==> src/rtl/mips_pkg.sv <==
// rtl/mips_pkg.sv - shared MIPS decode constants and multiply/divide unit types
// Purpose: opcode/function-code encodings used across the execute stage, plus the
//          HI/LO multiply/divide unit state type and iteration count.
// Ports:   none (package)
package mips_pkg;

    localparam logic [5:0] OPCODE_RTYPE = 6'h00;
    localparam logic [5:0] OPCODE_ADDI  = 6'h08;
    localparam logic [5:0] OPCODE_LW    = 6'h23;
    localparam logic [5:0] OPCODE_SW    = 6'h2B;

    localparam logic [5:0] FUNCT_SLL    = 6'h00;
    localparam logic [5:0] FUNCT_JR     = 6'h08;
    localparam logic [5:0] FUNCT_MFHI   = 6'h10;
    localparam logic [5:0] FUNCT_MTHI   = 6'h11;
    localparam logic [5:0] FUNCT_MFLO   = 6'h12;
    localparam logic [5:0] FUNCT_MTLO   = 6'h13;
    localparam logic [5:0] FUNCT_MULT   = 6'h18;
    localparam logic [5:0] FUNCT_MULTU  = 6'h19;
    localparam logic [5:0] FUNCT_DIV    = 6'h1A;
    localparam logic [5:0] FUNCT_DIVU   = 6'h1B;
    localparam logic [5:0] FUNCT_ADD    = 6'h20;
    localparam logic [5:0] FUNCT_SUB    = 6'h22;
    localparam logic [5:0] FUNCT_AND    = 6'h24;
    localparam logic [5:0] FUNCT_OR     = 6'h25;
    localparam logic [5:0] FUNCT_SLT    = 6'h2A;

    localparam int MULDIV_ITER = 32;

    typedef enum logic [1:0] {
        IDLE = 2'd0,
        RUN  = 2'd1,
        FIX  = 2'd2
    } muldiv_state_t;

endpackage

==> src/rtl/muldiv_step.sv <==
// rtl/muldiv_step.sv - one iteration of shift-add multiply or restoring divide
// Purpose: combinational single step on a 2*DATA_W accumulator.
//   multiply: acc = {partial product, remaining multiplier bits}; add operand when
//             acc[0] is set, then shift right keeping the carry.
//   divide:   acc = {partial remainder, remaining dividend / quotient bits}; shift
//             left, subtract operand if it fits and shift in the quotient bit.
// Ports:
//   is_div   in  1         select restoring-divide step (else shift-add)
//   acc_in   in  2*DATA_W  accumulator before the step
//   operand  in  DATA_W    multiplicand or divisor magnitude
//   acc_out  out 2*DATA_W  accumulator after the step
module muldiv_step #(
    parameter int DATA_W = 32
) (
    input  logic                  is_div,
    input  logic [2*DATA_W-1:0]   acc_in,
    input  logic [DATA_W-1:0]     operand,
    output logic [2*DATA_W-1:0]   acc_out
);

    logic [DATA_W:0]   sum;
    logic [DATA_W:0]   trial;
    logic [DATA_W-1:0] addend;

    always_comb begin
        addend = acc_in[0] ? operand : {DATA_W{1'b0}};
        sum    = {1'b0, acc_in[2*DATA_W-1:DATA_W]} + {1'b0, addend};
        // Shifted remainder needs DATA_W+1 bits; bit DATA_W of the difference is the borrow.
        trial  = acc_in[2*DATA_W-1:DATA_W-1] - {1'b0, operand};
        if (is_div) begin
            if (!trial[DATA_W]) begin
                acc_out = {trial[DATA_W-1:0], acc_in[DATA_W-2:0], 1'b1};
            end else begin
                acc_out = {acc_in[2*DATA_W-2:0], 1'b0};
            end
        end else begin
            acc_out = {sum, acc_in[DATA_W-1:1]};
        end
    end

endmodule

==> src/rtl/muldiv_unit.sv <==
// rtl/muldiv_unit.sv - multi-cycle MIPS multiply/divide unit owning HI/LO
// Purpose: MULT/MULTU/DIV/DIVU/MTHI/MTLO beside the ALU; stalls the pipe via busy.
//   Optional macro MULDIV_SINGLE_CYCLE_MULT_EN: multiplies complete combinationally at
//   the accept edge; divides keep the iterative path.
// Ports:
//   clk     in  1       clock, rising edge
//   rst_n   in  1       asynchronous active-low reset
//   start   in  1       request valid, sampled only when busy==0
//   fncode  in  6       function code (FUNCT_*)
//   op_a    in  DATA_W  rs: multiplicand / dividend / MTHI-MTLO source
//   op_b    in  DATA_W  rt: multiplier / divisor
//   busy    out 1       operation in flight
//   done    out 1       one-cycle pulse when HI/LO first hold a new mul/div result
//   hi      out DATA_W  HI register
//   lo      out DATA_W  LO register
module muldiv_unit
    import mips_pkg::*;
#(
    parameter int DATA_W = MULDIV_ITER
) (
    input  logic              clk,
    input  logic              rst_n,
    input  logic              start,
    input  logic [5:0]        fncode,
    input  logic [DATA_W-1:0] op_a,
    input  logic [DATA_W-1:0] op_b,
    output logic              busy,
    output logic              done,
    output logic [DATA_W-1:0] hi,
    output logic [DATA_W-1:0] lo
);

    localparam int CNT_W = $clog2(DATA_W);
    localparam logic [CNT_W-1:0] CNT_LAST = CNT_W'(DATA_W - 1);

    muldiv_state_t state_q, state_d;

    logic [CNT_W-1:0]    cnt_q;
    logic [2*DATA_W-1:0] acc_q, acc_step;
    logic [DATA_W-1:0]   opb_q;
    logic                is_div_q, neg_q_q, neg_r_q, done_q;
    logic [DATA_W-1:0]   hi_q, lo_q;

    logic                accept, iter_op, is_signed, a_neg, b_neg;
    logic [DATA_W-1:0]   a_mag, b_mag;
    logic [2*DATA_W-1:0] prod_fix;
    logic [DATA_W-1:0]   quot_fix, rem_fix;

    assign accept    = start && (state_q == IDLE);
    assign is_signed = (fncode == FUNCT_MULT) || (fncode == FUNCT_DIV);
    assign a_neg     = is_signed && op_a[DATA_W-1];
    assign b_neg     = is_signed && op_b[DATA_W-1];
    assign a_mag     = a_neg ? -op_a : op_a;
    assign b_mag     = b_neg ? -op_b : op_b;

`ifdef MULDIV_SINGLE_CYCLE_MULT_EN
    logic [2*DATA_W-1:0] ext_a, ext_b, prod_1c;
    // Low 2*DATA_W bits of the product of sign-extended operands are the signed product.
    assign ext_a   = {{DATA_W{a_neg}}, op_a};
    assign ext_b   = {{DATA_W{b_neg}}, op_b};
    assign prod_1c = ext_a * ext_b;
    assign iter_op = accept && ((fncode == FUNCT_DIV) || (fncode == FUNCT_DIVU));
`else
    assign iter_op = accept && ((fncode == FUNCT_MULT) || (fncode == FUNCT_MULTU) ||
                                (fncode == FUNCT_DIV)  || (fncode == FUNCT_DIVU));
`endif

    muldiv_step #(.DATA_W(DATA_W)) u_step (
        .is_div  (is_div_q),
        .acc_in  (acc_q),
        .operand (opb_q),
        .acc_out (acc_step)
    );

    // Sign correction. A zero divisor leaves quotient magnitude all-ones and remainder
    // equal to |dividend|, so the same correction yields the required divide-by-zero values.
    assign prod_fix = neg_q_q ? -acc_q : acc_q;
    assign quot_fix = neg_q_q ? -acc_q[DATA_W-1:0] : acc_q[DATA_W-1:0];
    assign rem_fix  = neg_r_q ? -acc_q[2*DATA_W-1:DATA_W] : acc_q[2*DATA_W-1:DATA_W];

    always_comb begin
        state_d = state_q;
        case (state_q)
            IDLE:    if (iter_op) state_d = RUN;
            RUN:     if (cnt_q == CNT_LAST) state_d = FIX;
            FIX:     state_d = IDLE;
            default: state_d = IDLE;
        endcase
    end

    always_ff @(posedge clk or negedge rst_n) begin
        if (!rst_n) begin
            state_q <= IDLE;
        end else begin
            state_q <= state_d;
        end
    end

    always_ff @(posedge clk or negedge rst_n) begin
        if (!rst_n) begin
            cnt_q    <= '0;
            acc_q    <= '0;
            opb_q    <= '0;
            is_div_q <= 1'b0;
            neg_q_q  <= 1'b0;
            neg_r_q  <= 1'b0;
            done_q   <= 1'b0;
            hi_q     <= '0;
            lo_q     <= '0;
        end else begin
            done_q <= 1'b0;
            case (state_q)
                IDLE: begin
                    if (accept) begin
                        case (fncode)
                            FUNCT_MTHI: hi_q <= op_a;
                            FUNCT_MTLO: lo_q <= op_a;
`ifdef MULDIV_SINGLE_CYCLE_MULT_EN
                            FUNCT_MULT, FUNCT_MULTU: begin
                                {hi_q, lo_q} <= prod_1c;
                                done_q       <= 1'b1;
                            end
`endif
                            default: ;
                        endcase
                    end
                    if (iter_op) begin
                        acc_q    <= {{DATA_W{1'b0}}, a_mag};
                        opb_q    <= b_mag;
                        cnt_q    <= '0;
                        is_div_q <= (fncode == FUNCT_DIV) || (fncode == FUNCT_DIVU);
                        neg_q_q  <= a_neg ^ b_neg;
                        neg_r_q  <= a_neg;
                    end
                end
                RUN: begin
                    acc_q <= acc_step;
                    cnt_q <= cnt_q + CNT_W'(1);
                end
                FIX: begin
                    if (is_div_q) begin
                        {hi_q, lo_q} <= {rem_fix, quot_fix};
                    end else begin
                        {hi_q, lo_q} <= prod_fix;
                    end
                    done_q <= 1'b1;
                end
                default: ;
            endcase
        end
    end

    assign busy = (state_q != IDLE);
    assign done = done_q;
    assign hi   = hi_q;
    assign lo   = lo_q;

endmodule

==> config.mk <==
export PLATFORM = sky130hd
export DESIGN_NAME = muldiv_unit
export DESIGN_NICKNAME = d
export VERILOG_FILES = /design/src/rtl/mips_pkg.sv /design/src/rtl/muldiv_step.sv /design/src/rtl/muldiv_unit.sv
export SDC_FILE = /design/constraint.sdc
export NUM_CORES = 1
export LEC_CHECK = 0
export BUFFER_PORTS_ARGS = -buffer_cell sky130_fd_sc_hd__buf_4
export CORE_AREA = 2 2 189 191
export DETAILED_ROUTE_END_ITERATION = 8
export DIE_AREA = 0 0 191 193
export HOLD_SLACK_MARGIN = 0.08
export MAX_ROUTING_LAYER = met4
export PLACE_DENSITY_LB_ADDON = 0.12
export SKIP_CTS_REPAIR_TIMING = 1
export SYNTH_ARGS = -nofsm -noshare
export SYNTH_HDL_FRONTEND = slang
export SYNTH_HIERARCHICAL = 1
export SYNTH_SLANG_ARGS = --single-unit
==> constraint.sdc <==
create_clock -name clk -period 3.05 [get_ports clk]
set_input_delay 0.1525 -clock clk [delete_from_list [all_inputs] [get_ports clk]]
set_output_delay 0.1525 -clock clk [all_outputs]
set_load 0.03 [all_outputs]
-- Word level (Yosys, flattened, before mapping)
Cells that the tools add are included.
- flip-flop bits (word level): 171
- bits of input ports: 73
- output and inout bits: 66
- word-level logic and storage cells: 75
- $add $sub $neg: 8
- equality and inequality tests: 14
- multiplexer cells: 24
- bitwise operators: 1
- reductions and logical operators: 18
- operators by type and width (kind ; count):
    32-bit two-way mux ; 11
    64-bit two-way mux ; 4
    32-bit negator ; 4
    32-bit one-hot mux with 2 select lines ; 2
    64-bit one-hot mux with 2 select lines ; 1
    64-bit negator ; 1
    6-bit by 5-bit equality test with 1-bit output, second input constant ; 6
    32-bit by 32-bit adder with 33-bit output ; 1
    33-bit by 32-bit subtractor with 33-bit output ; 1
    5-bit one-hot mux with 2 select lines ; 1
    2-bit inequality test, second input constant ; 3
    2-bit AND reduction ; 3
    3-bit AND reduction ; 2
    2-bit nonzero test ; 3
    5-bit by 1-bit adder with 5-bit output, second input constant ; 1
    5-bit equality test, second input constant ; 1
    1-bit logical OR ; 5
    5-bit two-way mux ; 1
    1-bit logical AND ; 4
    2-bit two-way mux ; 2
    2-bit by 1-bit inequality test with 1-bit output, second input constant ; 2
    2-bit one-hot mux with 2 select lines ; 1
    2-bit by 1-bit equality test with 1-bit output, second input constant ; 1
    2-bit equality test, second input constant ; 1
    other kinds (3) ; 3

-- Logic depth before layout (Yosys ltp)
Gate-level depths: netlist (run 1).
- depth in word-level cells: 7
- gate-level depth with buffers: 16

-- Cells and area by module
Netlist (run 1), hierarchy kept.
- modules (own cells, without submodules) (module ; instances ; cells each ; area each (sq um)):
    muldiv_unit ; 1 ; 1225 ; 10611.4
    muldiv_step ; 1 ; 688 ; 4820.9

-- Worst setup path before layout (run 1)
OpenSTA, ideal clock, no wires.
- path kind: register to register
- start point: register acc_q[0]
- end point: register acc_q[63]
- arrival: 3179 ps
- data required time: 2933 ps
- path slack: -246 ps
- stages on the path, launching flop included: 16
- buffers on the path: 1
- path through: dfrtp_1 -> clkbuf_1 -> and2_1 -> ha_1 -> fa_1 -> a211oi_2 -> o21a_1 -> o21bai_1 -> a2111oi_2 -> nor3_1 -> o41ai_2 -> nor2_1 -> a2111oi_0 -> a21oi_1 -> nand2_1 -> nand2_1
- longest elaborated chain between the ends: 4
- RTL lines (element ; line ; text):
    start, declared ; muldiv_unit.sv:39 ; logic [2*DATA_W-1:0] acc_q, acc_step;
    start signal, assigned ; muldiv_unit.sv:128 ; acc_q <= {{DATA_W{1'b0}}, a_mag};
    start signal, assigned ; muldiv_unit.sv:137 ; acc_q <= acc_step;
    32-bit two-way mux ; muldiv_step.sv:26 ; addend = acc_in[0] ? operand : {DATA_W{1'b0}};
    32-bit by 32-bit adder with 33-bit output ; muldiv_step.sv:27 ; sum = {1'b0, acc_in[2*DATA_W-1:DATA_W]} + {1'b0, addend};
    64-bit two-way mux ; muldiv_step.sv:30 ; if (is_div) begin
    via acc_step[63] ; muldiv_unit.sv:39 ;
    64-bit one-hot mux with 2 select lines ; muldiv_unit.sv:112 ; case (state_q)
The timed path passes the listed nets, and every way through them passes these cells.
A chain may end at the register's enable or synchronous reset.

-- Final worst setup path (run 1)
- start point: register opb_q[0]
- end point: register acc_q[32]
- longest elaborated chain between the ends: 4
- RTL lines (element ; line ; text):
    start, declared ; muldiv_unit.sv:40 ; logic [DATA_W-1:0] opb_q;
    start signal, assigned ; muldiv_unit.sv:129 ; opb_q <= b_mag;
    33-bit by 32-bit subtractor with 33-bit output / 32-bit two-way mux (equally long branches) ; muldiv_step.sv:29, muldiv_step.sv:26 ;
    64-bit two-way mux / 32-bit by 32-bit adder with 33-bit output (equally long branches) ; muldiv_step.sv:31, muldiv_step.sv:27 ;
    64-bit two-way mux * ; muldiv_step.sv:30 ;
    via acc_step[32] ; muldiv_unit.sv:39 ;
    64-bit one-hot mux with 2 select lines * ; muldiv_unit.sv:112 ;
Mark *: on every way through the listed nets, which the timed path passes. The rest lies on a longest branch.

==> impl_metrics.py, run 1 <==
metrics = {
    "drt": {
        "wirelength_um": 55800,
        "drtAntennaViolNets": 0,
        "vias": 15800,
        "avgRoutedWirePerCell_um": 20.4,
        "drt_iter0_markers": 980,
        "drt_first_pass_iters": 5,
        "drcViolationCount": 0,
        "routed_via_density": 5.78,
    },
    "clocking": {
        "path_clk_slew_ns": 0.07,
        "cts_made_buffers": 17,
        "clk_latency_ns": 0.47,
        "cts_sinks": 171,
        "ctsHtreeMaxLevel": 4,
        "cts_tree": "built",
        "cts_buffer_depth": 2,
        "cts_root_buffer": "clkbuf_16",
    },
    "logic_synthesis": {
        "yosysWarnings": 6,
        "syn-cell-area_um2": 15400,
        "avgSynthCellArea_um2": 8.07,
        "yosys.cell_types.count": 92,
        "synth_top_area_cell": "dfrtp_1",
        "ys_top_cells_by_area": "dfrtp_1 (28%), o21ai_0 (6.4%), nand2_1 (6.3%), ha_1 (5.7%), mux2_2 (5.0%)",
        "synth_edf_count": 0,
        "ys_ff_latch": 171,
        "netlist_instances": 1913,
        "post-synth-top-count-cell": "nand2_1",
        "seq_area_frac_synth_pct": 27.7,
        "synth_top_area_share_pct": 27.7,
        "synth_commonest_cells": "nand2_1 (257), o21ai_0 (196), dfrtp_1 (171), nor2_1 (115), a21oi_1 (108)",
        "synth_fp_nets": 2058,
        "synth-async-reset-ratio_pct": 100,
        "ys.flop_type": "dfrtp_1",
    },
    "die": {
        "die_h_um": 193,
        "initial_core_util_pct": 44.1,
        "rows": 69,
        "fp.dieArea_um2": 36900,
        "ioPinCount": 139,
        "die_x_um": 191,
        "core_area_um2": 35000,
    },
    "final_layout": {
        "nets": 2402,
        "drive_above_1_share_pct": 26.3,
        "fin_area_um2": 20100,
        "areaGrowthSynthToFinish_pct": 29.9,
        "diodes": 0,
    },
    "worst_setup_path": {
        "cp.arrival_ns": 3.57,
        "reg2reg_depth": 16,
        "r2r-end": "acc_q[32]",
        "worstSetupStartpointType": "register",
        "worstReg2RegStart": "opb_q[0]",
        "critPathKind": "register to register",
        "cp-end-kind": "register",
        "crit_required_ns": 3.38,
        "crit_path_max_fanout": 6,
        "crit_start": "opb_q[0]",
        "rrSetupSlack_ns": -0.19,
    },
    "power": {
        "power_w": 0.0199,
        "vdd_drop_max_mv": 0.551,
        "p_sw_share_pct": 47.6,
        "p_leak_nw": 9.06,
        "switchingPower_w": 0.00948,
        "p_comb_share_pct": 70.1,
        "powerDensity_nw_per_um2": 994,
        "power_frac_clock_pct": 11.1,
        "p_seq_share_pct": 18.8,
        "p_int_w": 0.0104,
    },
    "sta": {
        "fmax_mhz": 308,
        "slew_violations": 0,
        "max_slew.worst_pin.slew_ns": 0.966,
        "worst_slack_ns": -0.195,
        "fin_setup_tns_ns": -2.68,
        "rsz0062_at_grt": "true",
        "min_period_over_period_pct": 106,
        "final_hold_viol_count": 1,
        "period_minus_slack_ns": 3.24,
        "setup_viol": 29,
        "relSlewSlack_pct": 35.3,
        "holdWs_ns": -0.00776,
        "skew_ns": 0.0120,
    },
    "outcome": {
        "violations": "negative hold slack, negative setup slack",
        "status": "finished with violations",
    },
    "placed_design": {
        "port_buffers": 138,
        "place_congestion": 0.961,
        "pre_cts_slack_ns": -0.367,
        "dp_hpwl_um": 42000,
        "postPlaceCellArea_um2": 18400,
    },
    "global_route": {
        "grt_pass1_vias": 14900,
        "overflow": 0,
        "antenna_found_initial": 0,
        "grt_pass1_wl_um": 84700,
        "track_usage_pct": 30.8,
        "grt_max_degree": 104,
    },
    "min_path": {
        "hold_depth": 3,
        "hold_end": "opb_q[19]",
        "hold_path_class": "input port to register",
        "min_from": "op_b[19]",
    },
    "run": {
        "cap_violations": 0,
    },
}
## cells in the final DEF, fill, tap and decap left out, drive strengths merged, types with 63 or more instances in the layout
master and n:
ha 70, dfrtp 171, xor2 69, a21oi 118, nand3 63, buf 376, nand2 258, mux2 69
o21ai 208, nor2 115, inv 65, xnor2 83
## registers in the layout (all words and copies together) (netlist names)
name / count
neg_r_q: 1
cnt_q: 5
state_q: 2
lo: 32
hi: 32
neg_q_q: 1
acc_q: 64
done: 1
is_div_q: 1
opb_q: 32
## power groups by stage
stage | clock network (W) | logic [W] | registers (W)
2_1_floorplan | 0 | 0.00770 | 0.00393
5_1_grt | 0.00236 | 0.0152 | 0.00383
4_1_cts | 0.00225 | 0.0123 | 0.00372
6_report | 0.00222 | 0.0140 | 0.00374
3_5_place_dp | 0 | 0.0122 | 0.00375
3_3_place_gp | 0 | 0.0121 | 0.00373
## cell families after synthesis
family,after synthesis,synth area share [%]
and+or+nand+nor,696,22.7
AOI/OAI and AO/OA,553,23.1
DFF,171,27.7
buffers and inverters,161,4.38
xor gates and xnor gates,152,8.63
muxes,108,7.56
adders and majority gates,72,5.93
## worst max-delay path by stage
stage,end
after floorplan,acc_q[63]
after global placement,acc_q[63]
after detailed placement,acc_q[63]
after CTS,acc_q[63]
after global routing,acc_q[61]
final,acc_q[32]
## per-stage QoR
step	utilization [%]	instances
after detailed placement	52.7	2635
after global placement	52.7	2635
final	57.3	2731
after CTS	54.3	2667
after global routing	57.3	2731
after floorplan	-	1913
## area by class of cell
class | instances | area (um2)
fillers | 3241 | 14900
multi-input cells | 1581 | 10900
flip-flops and latches | 171 | 4280
repair buffers | 425 | 3520
well taps | 461 | 577
clock buffers | 18 | 429
inverters | 61 | 229
clock inverters | 14 | 139
## critical path, stage by stage (launching register included)
cell	delay [ns]
dfrtp_1	0.39
buf_6	0.13
ha_4	0.16
fa_2	0.40
nor2b_4	0.16
o31ai_4	0.09
a21o_1	0.24
o211ai_4	0.25
a311o_1	0.28
o211ai_4	0.15
buf_12	0.18
clkbuf_16	0.16
nand2_1	0.07
o21ai_1	0.05
mux2_2	0.25
nand2_1	0.06
o31ai_1	0.09
## routing by layer
layer  global-route usage, %  vias up  part of all wire, %
met5                       -        -                    0
met4                    10.4        0                  3.3
met3                    4.51      116                  5.6
met2                    51.0      563                   48
met1                    38.6     7463                   43
li1                        -     7648                    -
No activity file was read; power rests on OpenSTA's default activity.
==> run 2: changes to the inputs <==
--- a/config.mk
+++ b/config.mk
@@ -7,6 +7,7 @@
 export LEC_CHECK = 0
 export BUFFER_PORTS_ARGS = -buffer_cell sky130_fd_sc_hd__buf_4
 export CORE_AREA = 2 2 189 191
+export CTS_BUF_LIST = sky130_fd_sc_hd__clkbuf_8
 export DETAILED_ROUTE_END_ITERATION = 8
 export DIE_AREA = 0 0 191 193
 export HOLD_SLACK_MARGIN = 0.08
==> constraint.sdc (replaced) <==
create_clock -name clk -period 3.05 [get_ports clk]
set_input_delay 0.61 -clock clk [delete_from_list [all_inputs] [get_ports clk]]
set_output_delay 0.61 -clock clk [all_outputs]
set_load 0.03 [all_outputs]
==> run 2 against run 1 <==
The flow finishes with violations (negative setup slack). Setup slack worse by 0.052 ns. Sequential share of layout area is 0.22 points higher. Via count is 0.11% higher. Flip-flop and latch count stayed put. Hold slack better by 0.080 ns. Die area stayed put. First-iteration DRC count is 17% higher. Highest routed layer unchanged. Critical path depth is 3 lower. Total power is 3.0% higher.
==> impl_metrics.py, run 2 (synthesis results as in run 1) <==
metrics = {
    "outcome": {
        "status": "finished with violations",
        "violations": "negative setup slack",
    },
    "die": {
        "core_area_um2": 35000,
        "die_x_um": 191,
        "rows": 69,
        "ioPinCount": 139,
        "initial_core_util_pct": 44.1,
        "die_h_um": 193,
        "fp.dieArea_um2": 36900,
    },
    "worst_setup_path": {
        "slowest_stage": "o21ai_0",
        "path_cells": "buf_8, and2_1, ha_1, o21ai_0, o21bai_4, a2111oi_4, nor3_4, o41ai_2, nor2_1, a2111oi_1, a21oi_1, nand2_1, nand2_1",
        "reg2reg_depth": 13,
        "path_delay_family": "compound AO/OA/AOI/OAI gates",
        "worstSetupStartpointType": "register",
        "cp-end-kind": "register",
        "cp_num_cells": 13,
        "cp_num_buf_inv": 1,
        "cp_common_cell": "nand2_1",
        "crit_path_max_fanout": 17,
        "crit_required_ns": 3.47,
        "cp.arrival_ns": 3.71,
        "max_stage_delay_ns": 0.53,
        "critPathKind": "register to register",
    },
    "sta": {
        "period_minus_slack_ns": 3.30,
        "worst_slack_ns": -0.247,
        "relSlewSlack_pct": 34.1,
        "max_slew.worst_pin.slew_ns": 0.985,
        "final_hold_viol_count": 0,
        "fin_setup_tns_ns": -1.56,
        "slew_violations": 0,
        "setup_viol": 27,
        "skew_ns": 0.0149,
        "rsz0062_at_grt": "true",
        "min_period_over_period_pct": 108,
        "holdWs_ns": 0.0720,
        "fmax_mhz": 303,
    },
    "drt": {
        "drt_iter0_markers": 1147,
        "avgRoutedWirePerCell_um": 20.8,
        "wirelength_um": 56000,
        "vias": 15800,
        "drt_first_pass_iters": 5,
        "drtAntennaViolNets": 0,
        "routed_via_density": 5.86,
        "drcViolationCount": 0,
    },
    "final_layout": {
        "areaGrowthSynthToFinish_pct": 28.7,
        "drive_above_1_share_pct": 28.6,
        "nets": 2367,
        "top_register": "acc_q",
        "mostFrequentLayoutCell": "buf_4",
        "largest_reg_flops": 64,
        "final_cell_mix": "buf_4 (358), nand2_1 (256), o21ai_0 (190)",
        "diodes": 0,
        "finalNonFillerCells": 2696,
    },
    "clocking": {
        "cts_sinks": 171,
        "path_clk_slew_ns": 0.10,
        "ctsHtreeMaxLevel": 4,
        "cts_buffer_depth": 2,
        "cts_made_buffers": 17,
        "cts_tree": "built",
        "clk_latency_ns": 0.53,
        "cts_root_buffer": "clkbuf_8",
    },
    "placed_design": {
        "dp.cells": 2641,
        "place_congestion": 1.01,
        "pre_cts_slack_ns": -0.313,
        "dp_hpwl_um": 41900,
        "port_buffers": 138,
    },
    "global_route": {
        "antenna_found_initial": 0,
        "grt_pass1_wl_um": 84800,
        "track_usage_pct": 30.8,
        "overflow": 0,
        "grt_pass1_vias": 14900,
        "grt_max_degree": 111,
    },
    "power": {
        "p_leak_nw": 8.92,
        "powerDensity_nw_per_um2": 1030,
        "vdd_drop_max_mv": 0.504,
        "power_w": 0.0205,
    },
    "min_path": {
        "hold_path_class": "input port to asynchronous set/reset pin",
    },
    "run": {
        "cap_violations": 0,
    },
}
run 2: cell types whose count changed in the layout (fill, tap and decap cells not counted), sizes merged:
cell | previous run | this run
dlygate4sd3 | 47 | 0
clkinv | 8 | 2
inv | 65 | 70
buf | 376 | 386
bufinv | 1 | 3
clkbuf | 20 | 21
run 2: final timing paths:
check | slack [ns] | start | to
setup / recovery | -0.25 | acc_q[0] | acc_q[63]
hold / removal | 0.07 | rst_n | lo[4]
setup reg to reg | -0.25 | acc_q[0] | acc_q[63]
hold reg to reg | 0.49 | cnt_q[3] | cnt_q[3]
max in group asynchronous | 2.18 | rst_n | acc_q[36]
min in group clk | 0.36 | op_b[13] | opb_q[13]
run 2: final cells by class:
class	count	area (um2)
well taps	461	577
flip-flops and latches	171	4290
clock inverters	15	200
multi-input cells	1581	11100
inverters	61	229
fillers	3291	15100
clock buffers	17	234
repair buffers	390	3230
run 2: worst register-to-register path: cells and delay by family (launching register included):
family | cells | cell delay, ns
fa+ha+maj | 1 | 0.30
compound gates | 6 | 1.85
flops | 1 | 0.44
buf+inv | 1 | 0.16
simple gates | 5 | 0.45
run 2: metal layers:
layer | share of wire (%) | vias to the layer above | routed length [um] | global-route usage [%]
met5 | 0 | - | 0 | -
met4 | 3.5 | 0 | 1990 | 12.3
met3 | 5.9 | 109 | 3310 | 3.38
met2 | 48 | 563 | 26800 | 51.0
met1 | 43 | 7542 | 23900 | 38.7
li1 | - | 7594 | - | -
run 2: per-stage QoR:
stage          utilization (%)  area [um2]
6_report                  56.8       19900
5_1_grt                   56.8       19900
4_1_cts                   54.1       18900
3_5_place_dp              52.9       18500
3_3_place_gp              52.9       18500
2_1_floorplan                -       15500
run 2: where the power goes:
| part | internal, W | switching, W | leakage [nW] |
|---|---|---|---|
| Clock | 0.000845 | 0.00104 | 0.220 |
| Sequential | 0.00292 | 0.000837 | 2.15 |
| Combinational | 0.00688 | 0.00800 | 6.55 |
| Total | 0.0106 | 0.00988 | 8.92 |
==> run 3: changes to the inputs <==
--- a/config.mk
+++ b/config.mk
@@ -6,10 +6,10 @@
 export NUM_CORES = 1
 export LEC_CHECK = 0
 export BUFFER_PORTS_ARGS = -buffer_cell sky130_fd_sc_hd__buf_4
-export CORE_AREA = 2 2 189 191
+export CORE_AREA = 5 5 192 194
 export CTS_BUF_LIST = sky130_fd_sc_hd__clkbuf_8
 export DETAILED_ROUTE_END_ITERATION = 8
-export DIE_AREA = 0 0 191 193
+export DIE_AREA = 0 0 197 199
 export HOLD_SLACK_MARGIN = 0.08
 export MAX_ROUTING_LAYER = met4
 export PLACE_DENSITY_LB_ADDON = 0.12
==> constraint.sdc (replaced) <==
create_clock -name clk -period 3.7 [get_ports clk]
set_input_delay 0.74 -clock clk [delete_from_list [all_inputs] [get_ports clk]]
set_output_delay 0.74 -clock clk [all_outputs]
set_load 0.03 [all_outputs]
==> run 3 against run 2 <==
Hold slack better by 0.20 ns. Final cell count is 6.1% lower. Critical endpoint is now acc_q[44]. Largest power group unchanged. Clock skew is 0.0050 ns higher. Largest cell class unchanged. Non-clock buffer count is 164 lower. The run now ends clean.
==> impl_metrics.py, run 3 (synthesis results as in run 1) <==
metrics = {
    "clocking": {
        "cts_sinks": 171,
        "cts_tree": "built",
        "cts_root_buffer": "clkbuf_8",
        "cts_made_buffers": 17,
        "cts_buffer_depth": 2,
        "ctsHtreeMaxLevel": 4,
        "clk_latency_ns": 0.52,
        "path_clk_slew_ns": 0.11,
    },
    "power": {
        "switchingPower_w": 0.00704,
        "power_frac_clock_pct": 10.2,
        "p_comb_share_pct": 66.8,
        "power_w": 0.0137,
        "p_int_w": 0.00669,
        "vdd_drop_max_mv": 0.309,
        "powerDensity_nw_per_um2": 774,
        "p_sw_share_pct": 51.3,
        "p_leak_nw": 7.88,
        "p_seq_share_pct": 23.0,
    },
    "sta": {
        "fin_setup_tns_ns": 0,
        "setup_viol": 0,
        "max_slew.worst_pin.slew_ns": 1.01,
        "period_minus_slack_ns": 3.44,
        "slew_violations": 0,
        "fmax_mhz": 291,
        "final_hold_viol_count": 0,
        "relSlewSlack_pct": 32.1,
        "min_period_over_period_pct": 93.0,
        "rsz0062_at_grt": "false",
        "holdWs_ns": 0.275,
        "skew_ns": 0.0199,
    },
    "global_route": {
        "overflow": 0,
        "grt_pass1_wl_um": 83300,
        "grt_max_degree": 130,
        "track_usage_pct": 27.8,
        "grt_pass1_vias": 14400,
        "antenna_found_initial": 0,
    },
    "worst_setup_path": {
        "crit_start": "acc_q[32]",
        "cp_num_buf_inv": 3,
        "crit_path_max_fanout": 28,
        "worstReg2RegStart": "acc_q[32]",
        "path_delay_family": "compound AO/OA/AOI/OAI gates",
        "max_stage_delay_ns": 0.46,
        "critPathKind": "register to register",
        "slowest_stage": "fa_1",
        "path_cells": "buf_4, inv_1, fa_1, nor2b_1, o31ai_1, a21o_1, o211ai_4, a31oi_4, o211ai_4, buf_12, nor2_1, a211oi_1, a21oi_1, nand2_1, o31ai_1",
        "worstSetupStartpointType": "register",
        "cp.arrival_ns": 3.82,
        "crit_required_ns": 4.08,
        "rrSetupSlack_ns": 0.26,
        "cp-end-kind": "register",
    },
    "final_layout": {
        "top_register": "acc_q",
        "nFillCells": 3486,
        "drive_above_1_share_pct": 19.0,
        "mostFrequentLayoutCell": "nand2_1",
        "nets": 2203,
        "areaGrowthSynthToFinish_pct": 15.0,
        "largest_reg_flops": 64,
        "finalNonFillerCells": 2532,
        "diodes": 0,
        "fin_area_um2": 17700,
        "final_cell_mix": "nand2_1 (257), buf_4 (221), o21ai_0 (196)",
    },
    "drt": {
        "drt_iter0_markers": 998,
        "drt_first_pass_iters": 5,
        "drcViolationCount": 0,
        "vias": 15100,
        "wirelength_um": 53900,
        "routed_via_density": 5.98,
        "drtAntennaViolNets": 0,
        "avgRoutedWirePerCell_um": 21.3,
    },
    "die": {
        "core_area_um2": 35100,
        "fp.dieArea_um2": 39200,
        "ioPinCount": 139,
        "die_h_um": 199,
        "die_x_um": 197,
        "rows": 69,
        "initial_core_util_pct": 44.0,
    },
    "outcome": {
        "status": "complete, no violations",
    },
    "placed_design": {
        "port_buffers": 138,
        "place_congestion": 0.985,
        "dp.cells": 2500,
        "postPlaceCellArea_um2": 17300,
        "dp_hpwl_um": 41200,
    },
    "min_path": {
        "hold_path_class": "input port to asynchronous set/reset pin",
    },
    "run": {
        "cap_violations": 0,
    },
}
-- run 3: cell types whose count changed in the layout (fill, tap and decap cells not counted), moves of 8 or more --
cell	before	now
a21oi_1	98	108
a21oi_2	20	10
nor2_4	9	0
buf_4	358	221
buf_12	12	4
ha_1	58	70
nor2_1	101	114
ha_4	11	0
buf_6	11	1
-- run 3: final cells by class --
| cell class | count | area, um2 | share of cell area (%) |
|---|---|---|---|
| repair buffers | 226 | 1750 | 9.87 |
| clock inverters | 13 | 129 | 0.726 |
| flip-flops and latches | 171 | 4280 | 24.1 |
| clock buffers | 19 | 262 | 1.47 |
| well taps | 461 | 577 | 3.25 |
| multi-input cells | 1581 | 10500 | 59.3 |
| inverters | 61 | 229 | 1.29 |
-- run 3: layer usage --
| layer | GRT usage (%) | wire length, um | vias up |
|---|---|---|---|
| li1 | - | - | 7258 |
| met1 | 35.9 | 23500 | 7267 |
| met2 | 44.6 | 25300 | 522 |
| met3 | 4.17 | 3410 | 92 |
| met4 | 10.1 | 1760 | 0 |
| met5 | - | 0 | - |
-- run 3: per-stage QoR --
| step | utilization (%) | setup WS, ns |
|---|---|---|
| 2_1_floorplan | - | 0.404 |
| 3_3_place_gp | 49.5 | 0.303 |
| 3_5_place_dp | 49.5 | 0.286 |
| 4_1_cts | 50.6 | 0.262 |
| 5_1_grt | 50.6 | 0.0703 |
| 6_report | 50.6 | 0.258 |
-- run 3: final timing paths --
check | end | cells past startpoint
min | lo[0] | 1
max reg2reg | acc_q[44] | 15
max in group asynchronous | acc_q[63] | 2
min reg2reg | cnt_q[3] | 1
max | acc_q[44] | 15
min in group clk | cnt_q[3] | 1
-- run 3: power groups by stage --
stage	Combinational (W)	Clock, W	Sequential [W]
after floorplan	0.00633	0	0.00323
after CTS	0.00908	0.00143	0.00315
after global routing	0.0101	0.00149	0.00324
final	0.00917	0.00140	0.00316
after detailed placement	0.00904	0	0.00319
after global placement	0.00899	0	0.00318
